===== src/rtl/toggle_rx.sv =====
// Toggle-signalling receiver: edge-detects a sender's T flip-flop level, counts events,
// queues them behind a valid/ack handshake and runs a stall watchdog. Macro TOGGLE_RX_SYNC_EN adds a 2-flop input synchronizer.
module toggle_rx #(
  parameter int CNT_W   = 8,
  parameter int PEND_W  = 3,
  parameter int TIMEOUT = 16
) (
  input  logic              clk,
  input  logic              reset,
  input  logic              in_Q,
  output logic              evt_pulse,
  output logic              evt_valid,
  input  logic              evt_ack,
  output logic [CNT_W-1:0]  evt_count,
  output logic [PEND_W-1:0] pending,
  output logic              overflow,
  output logic [1:0]        state,
  output logic              stalled
);

  typedef enum logic [1:0] {
    IDLE    = 2'd0,
    ACTIVE  = 2'd1,
    STALLED = 2'd2
  } wd_state_t;

  localparam int                 IDLE_W   = $clog2(TIMEOUT + 1);
  localparam logic [IDLE_W-1:0]  IDLE_MAX = IDLE_W'(TIMEOUT);
  localparam logic [PEND_W-1:0]  PEND_MAX = '1;

  logic              s_in;
  logic              s_last;
  logic              accept;
  logic [IDLE_W-1:0] idle_cnt;
  logic [IDLE_W-1:0] idle_next;
  wd_state_t         state_q;
  wd_state_t         state_next;

`ifdef TOGGLE_RX_SYNC_EN
  logic sync1;
  logic sync2;

  // Loading the live level at reset keeps a high in_Q from looking like an edge.
  always_ff @(posedge clk) begin
    if (reset) begin
      sync1 <= in_Q;
      sync2 <= in_Q;
    end else begin
      sync1 <= in_Q;
      sync2 <= sync1;
    end
  end

  assign s_in = sync2;
`else
  assign s_in = in_Q;
`endif

  always_ff @(posedge clk) begin
    if (reset) begin
      s_last    <= in_Q;
      evt_pulse <= 1'b0;
    end else begin
      s_last    <= s_in;
      evt_pulse <= s_in ^ s_last;
    end
  end

  assign evt_valid = (pending != '0);
  assign accept    = evt_ack && evt_valid;

  // A pulse and an acceptance in the same cycle cancel, even when saturated.
  always_ff @(posedge clk) begin
    if (reset) begin
      evt_count <= '0;
      pending   <= '0;
      overflow  <= 1'b0;
    end else begin
      if (evt_pulse) begin
        evt_count <= evt_count + CNT_W'(1);
      end
      if (evt_pulse && !accept) begin
        if (pending == PEND_MAX) begin
          overflow <= 1'b1;
        end else begin
          pending <= pending + PEND_W'(1);
        end
      end else if (accept && !evt_pulse) begin
        pending <= pending - PEND_W'(1);
      end
    end
  end

  always_ff @(posedge clk) begin
    if (reset) begin
      idle_cnt <= '0;
      state_q  <= IDLE;
    end else begin
      idle_cnt <= idle_next;
      state_q  <= state_next;
    end
  end

  // Stall is declared on the edge where the timer lands on TIMEOUT, not one cycle later.
  always_comb begin
    idle_next  = idle_cnt;
    state_next = state_q;
    if (evt_pulse) begin
      idle_next = '0;
    end else if (idle_cnt != IDLE_MAX) begin
      idle_next = idle_cnt + IDLE_W'(1);
    end
    case (state_q)
      IDLE:    if (evt_pulse) state_next = ACTIVE;
      ACTIVE:  if (!evt_pulse && idle_next == IDLE_MAX) state_next = STALLED;
      STALLED: if (evt_pulse) state_next = ACTIVE;
      default: state_next = IDLE;
    endcase
  end

  assign state   = state_q;
  assign stalled = (state_q == STALLED);

endmodule


===== config.mk =====
export PLATFORM = sky130hd
export DESIGN_NAME = toggle_rx
export DESIGN_NICKNAME = d
export VERILOG_FILES = /design/src/rtl/toggle_rx.sv
export SDC_FILE = /design/constraint.sdc
export NUM_CORES = 1
export LEC_CHECK = 0
export CELL_PAD_IN_SITES_DETAIL_PLACEMENT = 1
export CELL_PAD_IN_SITES_GLOBAL_PLACEMENT = 2
export CORE_MARGIN = 1
export CORE_UTILIZATION = 32
export DETAILED_ROUTE_END_ITERATION = 16
export DONT_BUFFER_PORTS = 1
export GPL_ROUTABILITY_DRIVEN = 1
export GPL_TIMING_DRIVEN = 0
export HOLD_SLACK_MARGIN = 0.02
export PLACE_DENSITY = 0.8
export SYNTH_ARGS = -nofsm -noshare
export SYNTH_HDL_FRONTEND = slang
export SYNTH_SLANG_ARGS = --single-unit
export TNS_END_PERCENT = 5

===== constraint.sdc =====
create_clock -name clk -period 1.85 [get_ports clk]
set_input_delay 0.555 -clock clk [delete_from_list [all_inputs] [get_ports clk]]
set_output_delay 0.555 -clock clk [all_outputs]
set_load 0.02 [all_outputs]

==> results of run 1 <==
[worst reg2reg max path: stages, from the launching register on]
cell,delay (ns)
dfxtp_4,0.39
clkbuf_8,0.14
or3_4,0.39
nand2_4,0.09
nand2_2,0.07
fa_2,0.59
a21oi_2,0.04
o22ai_1,0.18
a21oi_1,0.08
a21oi_2,0.12
[power by group]
| group | internal, mW | total [mW] | switching [mW] |
|---|---|---|---|
| clock network | 0.0805 | 0.224 | 0.144 |
| registers | 0.487 | 0.565 | 0.0785 |
| logic | 0.149 | 0.334 | 0.185 |
[placed cells by master, fill, tap and decap left out, drive strengths merged, types with 2 or more instances in the layout]
master	synthesis	final
a311oi	2	2
ha	3	3
or3	4	4
nor2	10	10
o32ai	2	2
o21ai	7	7
xor2	5	5
o22ai	2	2
nand2	10	10
xnor2	4	4
dfxtp	21	21
nand4	3	3
nand3	5	5
and3	2	2
nand2b	2	2
inv	6	6
and2	2	2
or2	2	2
a21oi	8	8
a21boi	2	2
clkbuf	6	9
nor3	3	3
buf	1	3
[metrics by stage]
stage	cells	power (mW)
after detailed placement	172	0.860
final	178	1.12
after global placement	172	0.842
after CTS	178	1.12
after global routing	178	1.20
after floorplan	128	0.792
[state kept, by name, indices dropped and copies added, names as in the netlist]
signal     count
state          2
evt_pulse      1
idle_cnt       5
s_last         1
pending        3
evt_count      8
overflow       1
[cell families after synthesis]
logic type	Yosys count
AOI/OAI and AO/OA	30
xor gates and xnor gates	9
adders and majority gates	4
buffers and inverters	13
DFF	21
muxes	1
and+or+nand+nor	50
[repair_timing]
item	4_1_cts	5_1_grt
setup endpoints to repair	3	3
gates resized for setup	9	5
buffers inserted	2	0
pin swaps	6	2
[worst paths after layout]
check,slack (ns),end,cells past startpoint
hold reg to reg,0.51,evt_pulse,2
setup / recovery,-0.29,pending[1],9
setup reg to reg,-0.29,pending[1],9
hold / removal,0.27,s_last,0
[routing by layer]
layer  vias up  routed length (um)  global-route usage, %
li1        464                   -                      -
met1       468                1220                   22.6
met2        13                1390                   29.4
met3         2                 106                   2.16
met4         0                  15                   5.98
met5         -                   0                      0
[final cells by class]
cell class	instances	share of cell area [%]
clock buffers	3	1.80
well taps	44	4.40
repair buffers	2	1.20
clock inverters	1	0.400
plain buffers	7	3.50
multi-input cells	94	52.5
flip-flops and latches	21	34.4
inverters	6	1.80
==> flow_metrics.env, run 1 <==
export IMPL_outcome="finished with violations"
export IMPL_failed_checks="negative setup slack"
export IMPL_synth_seq_cells=21
export IMPL_synth_largest_area_cell="dfxtp_1"
export IMPL_synthCells=128
export IMPL_crit_start="pending[2]"
export IMPL_post_synth_cell_area_avg_sq_um=8.48
export IMPL_synthArstFlopShare_pct=0
export IMPL_grt_usage_pct=17.4
export IMPL_layout_nets=143
export IMPL_rows=20
export IMPL_final_util_pct=40.0
export IMPL_muxShareOfSynthArea_pct=0.922
export IMPL_synthDistinctLibCells=40
export IMPL_dp_hpwl_mm=1.98
export IMPL_ys_warn_count=0
export IMPL_synth_flop_cell="dfxtp_1"
export IMPL_synth_compound_area_share_pct=18.5
export IMPL_p_leak_nw=0.438
export IMPL_ctsHoldBuffers=0
export IMPL_dp_slack_ns=-0.560
export IMPL_crit_chain="clkbuf_8 -> or3_4 -> nand2_4 -> nand2_2 -> fa_2 -> a21oi_2 -> o22ai_1 -> a21oi_1 -> a21oi_2"
export IMPL_yosysTopAreaCellShare_pct=38.7
export IMPL_grt_max_degree=13
export IMPL_drtIter0Drc=42
export IMPL_clkTransAtPathRegs_ns=0.12
export IMPL_gp_congestion=0.729
export IMPL_grt_first_pass_wirelength_mm=4.71
export IMPL_cts_tree="built"
export IMPL_synth_edf_count=0
export IMPL_crit_top_cell="a21oi_2"
export IMPL_die_h_um=60.3
export IMPL_die_w_um=60.3
export IMPL_skew_ns=0.00223
export IMPL_dpl_cell_area_sq_um=1170
export IMPL_first_pass_iters=4
export IMPL_fin_hold_ws_ns=0.267
export IMPL_numPortBuffers=0
export IMPL_synthAdderAreaFrac_pct=5.30
export IMPL_clockBufferDepth=2
export IMPL_syn_to_final_growth_pct=15.1
export IMPL_cts_buffers=3
export IMPL_synth_commonest_cells="21 x dfxtp_1, 10 x nand2_1, 10 x nor2_1"
export IMPL_min_path_type="in -> reg"
export IMPL_max_stage_delay_ns=0.59
export IMPL_antennaDiodeCount=0
export IMPL_crit_family="adder cells"
export IMPL_grt_pass1_vias=1006
export IMPL_setup_viol=2
export IMPL_post_route_period_util_pct=116
export IMPL_fill_cells=382
export IMPL_rsz0062_at_grt="true"
export IMPL_overflow=0
export IMPL_ant_nets=0
export IMPL_cts_root_buf="clkbuf_4"
export IMPL_crit_arrival_ns=2.38
export IMPL_tightest_slew_ns=0.592
export IMPL_crit_fanout=4
export IMPL_routed_wl_mm=2.73
export IMPL_die_area_sq_um=3630
export IMPL_ir_worst_vdd_mv=0.279
export IMPL_multi_input_area_sq_um=656
export IMPL_vias_per_cell=5.32
export IMPL_htree_levels=1
export IMPL_setup_tns_ns=-0.528
export IMPL_yosysMostFrequentCell="dfxtp_1"
export IMPL_min_period_ns=2.14
export IMPL_powerDensity_nw_per_um2=899
export IMPL_initial_core_util_pct=34.7
export IMPL_seq_area_frac_synth_pct=38.7
export IMPL_synth_nets=136
export IMPL_worstHoldStart="in_Q"
export IMPL_synth_area_top_cells="dfxtp_1 39%, xor2_1 4.0%, a21oi_1 3.7%, ha_1 3.5%, nand2_1 3.5%"
export IMPL_vias=947
export IMPL_crit_type="reg -> reg"
export IMPL_synth_xor_area_share_pct=7.26
export IMPL_cts_num_sinks=21
export IMPL_syn_area_sq_um=1090
export IMPL_layout_drive_gt1_share_pct=22.4
export IMPL_synth_simple_gate_area_share_pct=24.7
export IMPL_critPathBufInv=1
export IMPL_design_area_sq_um=1250
export IMPL_pin_count=21
export IMPL_r2r_start="pending[2]"
export IMPL_final_seq_area_sq_um=430
export IMPL_drc=0
export IMPL_wl_per_cell_um=15.3
export IMPL_crit_required_ns=2.09
export IMPL_antenna_found_initial=0
export IMPL_finalMaxSlewViolations=0
export IMPL_synth_top_family_by_area="simple AND/OR/NAND/NOR gates"
export IMPL_clock_fmax_mhz=467
export IMPL_cpMaxStageDelayCell="fa_2"
export IMPL_core_sq_um=3130
export IMPL_cap_viol_max_count=0
export IMPL_endpoint_kind="flop"
export IMPL_worst_skew_pair_late_latency_ns=0.30
export IMPL_worst_setup_path_start_kind="flop"
export IMPL_relSlewSlack_pct=60.5
export IMPL_hold_viol_final=0
export IMPL_setup_ws_ns=-0.292
Note: power is estimated with default switching activity, not from simulation.
==> run 2: changes to the inputs <==
--- a/config.mk
+++ b/config.mk
@@ -8,13 +8,13 @@
 export CELL_PAD_IN_SITES_DETAIL_PLACEMENT = 1
 export CELL_PAD_IN_SITES_GLOBAL_PLACEMENT = 2
 export CORE_MARGIN = 1
-export CORE_UTILIZATION = 32
+export CORE_UTILIZATION = 38
 export DETAILED_ROUTE_END_ITERATION = 16
 export DONT_BUFFER_PORTS = 1
 export GPL_ROUTABILITY_DRIVEN = 1
 export GPL_TIMING_DRIVEN = 0
 export HOLD_SLACK_MARGIN = 0.02
-export PLACE_DENSITY = 0.8
+export PLACE_DENSITY = 0.88
 export SYNTH_ARGS = -nofsm -noshare
 export SYNTH_HDL_FRONTEND = slang
 export SYNTH_SLANG_ARGS = --single-unit
==> constraint.sdc (replaced) <==
create_clock -name clk -period 2.7 [get_ports clk]
set_input_delay 0.81 -clock clk [delete_from_list [all_inputs] [get_ports clk]]
set_output_delay 0.81 -clock clk [all_outputs]
set_load 0.02 [all_outputs]
==> flow_metrics.env, run 2 (synthesis gave the netlist of run 1 again) <==
export IMPL_final_seq_area_sq_um=420
export IMPL_cts_num_sinks=21
export IMPL_worstHoldStart="s_last"
export IMPL_hold_depth=2
export IMPL_endpoint_kind="flop"
export IMPL_met2_wirelength_mm=1.20
export IMPL_multi_input_area_sq_um=621
export IMPL_r2r_slack_ns=0.25
export IMPL_ant_nets=0
export IMPL_r2r_start="pending[2]"
export IMPL_crit_required_ns=2.89
export IMPL_cts_repair_resized=0
export IMPL_mostFrequentLayoutCells="21 x dfxtp_1, 10 x nand2_1, 10 x nor2_1"
export IMPL_dp_hpwl_mm=1.87
export IMPL_initial_core_util_pct=39.7
export IMPL_p_leak_nw=0.408
export IMPL_relSlewSlack_pct=64.3
export IMPL_post_cts_setup_buffer_count=0
export IMPL_core_sq_um=2730
export IMPL_layout_nets=141
export IMPL_die_w_um=55.5
export IMPL_largest_reg_flops=8
export IMPL_crit_arrival_ns=2.64
export IMPL_rows=19
export IMPL_layout_drive_gt1_share_pct=9.09
export IMPL_powerDensity_nw_per_um2=615
export IMPL_crit_type="reg -> reg"
export IMPL_grt_first_pass_wirelength_mm=4.44
export IMPL_cap_viol_max_count=0
export IMPL_first_pass_iters=5
export IMPL_finalMaxSlewViolations=0
export IMPL_dpl_cell_area_sq_um=1120
export IMPL_antennaDiodeCount=0
export IMPL_grt_pass1_vias=971
export IMPL_route_met3_wl_um=77
export IMPL_post_route_period_util_pct=90.6
export IMPL_cts_root_buf="clkbuf_4"
export IMPL_drc=0
export IMPL_min_path_type="reg -> reg"
export IMPL_cts_buffers=3
export IMPL_pin_count=21
export IMPL_crit_fanout=10
export IMPL_dp_cells=159
export IMPL_cts_tree="built"
export IMPL_min_period_ns=2.45
export IMPL_syn_to_final_growth_pct=6.57
export IMPL_wl_per_cell_um=15.1
export IMPL_grt_max_degree=12
export IMPL_wl_met1_mm=1.17
export IMPL_clkTransAtPathRegs_ns=0.11
export IMPL_dp_slack_ns=0.172
export IMPL_ctsHoldBuffers=0
export IMPL_hold_end="evt_pulse"
export IMPL_design_area_sq_um=1160
export IMPL_routed_top_layer="met4"
export IMPL_antenna_found_initial=0
export IMPL_top_regs="evt_count x8, idle_cnt x5, pending x3"
export IMPL_worst_setup_path_start_kind="flop"
export IMPL_gp_congestion=0.771
export IMPL_hold_viol_final=0
export IMPL_clockBufferDepth=2
export IMPL_r2r_end="pending[2]"
export IMPL_top_register="evt_count"
export IMPL_numPortBuffers=0
export IMPL_final_common_cell="dfxtp_1"
export IMPL_rsz0062_at_grt="false"
export IMPL_fill_cells=335
export IMPL_overflow=0
export IMPL_drtIter0Drc=19
export IMPL_vias=935
export IMPL_reg2reg_depth=8
export IMPL_outcome="finished clean"
export IMPL_vias_per_cell=5.74
export IMPL_htree_levels=1
export IMPL_tightest_slew_ns=0.534
export IMPL_skew_ns=0.00218
export IMPL_finalNonFillerCells=163
export IMPL_clock_fmax_mhz=409
export IMPL_die_area_sq_um=3080
export IMPL_setup_tns_ns=0
export IMPL_worst_skew_pair_late_latency_ns=0.30
export IMPL_grt_usage_pct=18.0
export IMPL_routed_wl_mm=2.47
export IMPL_die_h_um=55.5
export IMPL_setup_ws_ns=0.254
export IMPL_setup_viol=0
export IMPL_ir_worst_vdd_mv=0.434
-- run 2: changes by cell type in the layout (fill, tap and decap cells not counted), moves of 2 or more --
cell / previous run / this run
clkbuf_1: 4 / 6
nand3_2: 2 / 0
buf_4: 3 / 0
a21oi_1: 6 / 8
dfxtp_2: 5 / 0
a21oi_2: 2 / 0
dfxtp_1: 15 / 21
nand2_1: 8 / 10
nand3_1: 3 / 5
-- run 2: critical path, stage by stage, from the launching register on --
cell and delay [ns]:
dfxtp_1 0.39, clkbuf_1 0.25, or3_4 0.48, nand2_1 0.12, nand2_1 0.07, fa_1 0.46, nand2_1 0.10, o32ai_1 0.07
a2111oi_0 0.39
-- run 2: how the worst max path moves through the flow --
stage,startpoint,endpoint,slack [ns],cells after the start
3_5_place_dp,pending[2],pending[2],0.17,8
4_1_cts,pending[2],pending[2],0.14,8
3_3_place_gp,evt_pulse,pending[2],0.24,7
2_1_floorplan,pending[2],pending[2],0.44,8
6_report,pending[2],pending[2],0.25,8
5_1_grt,pending[2],pending[2],0.02,8
-- run 2: stage by stage --
step	utilization, %	hold WS (ns)	power, mW
after floorplan	-	0.461	0.519
after detailed placement	41.1	0.486	0.563
after global placement	41.1	0.476	0.550
final	42.3	0.512	0.712
after CTS	42.1	0.512	0.716
after global routing	42.3	0.506	0.762
-- run 2: layout make-up --
cell class / count / area share (%)
buffer: 7 / 2.49
clock buffer: 4 / 2.27
inverter: 6 / 1.95
sequential: 21 / 36.3
tap: 31 / 3.35
multi-input combinational: 94 / 53.6
-- run 2: per-layer routing --
layer,vias up,GRT usage [%]
li1,466,-
met1,456,23.6
met5,-,0
met4,0,7.50
met2,11,28.9
met3,2,3.28
-- run 2: where the power goes --
part	switching [mW]	internal [mW]	leakage, nW	total, mW
clock network	0.0937	0.0576	0.0150	0.151
registers	0.0527	0.330	0.171	0.382
logic	0.103	0.0753	0.221	0.178
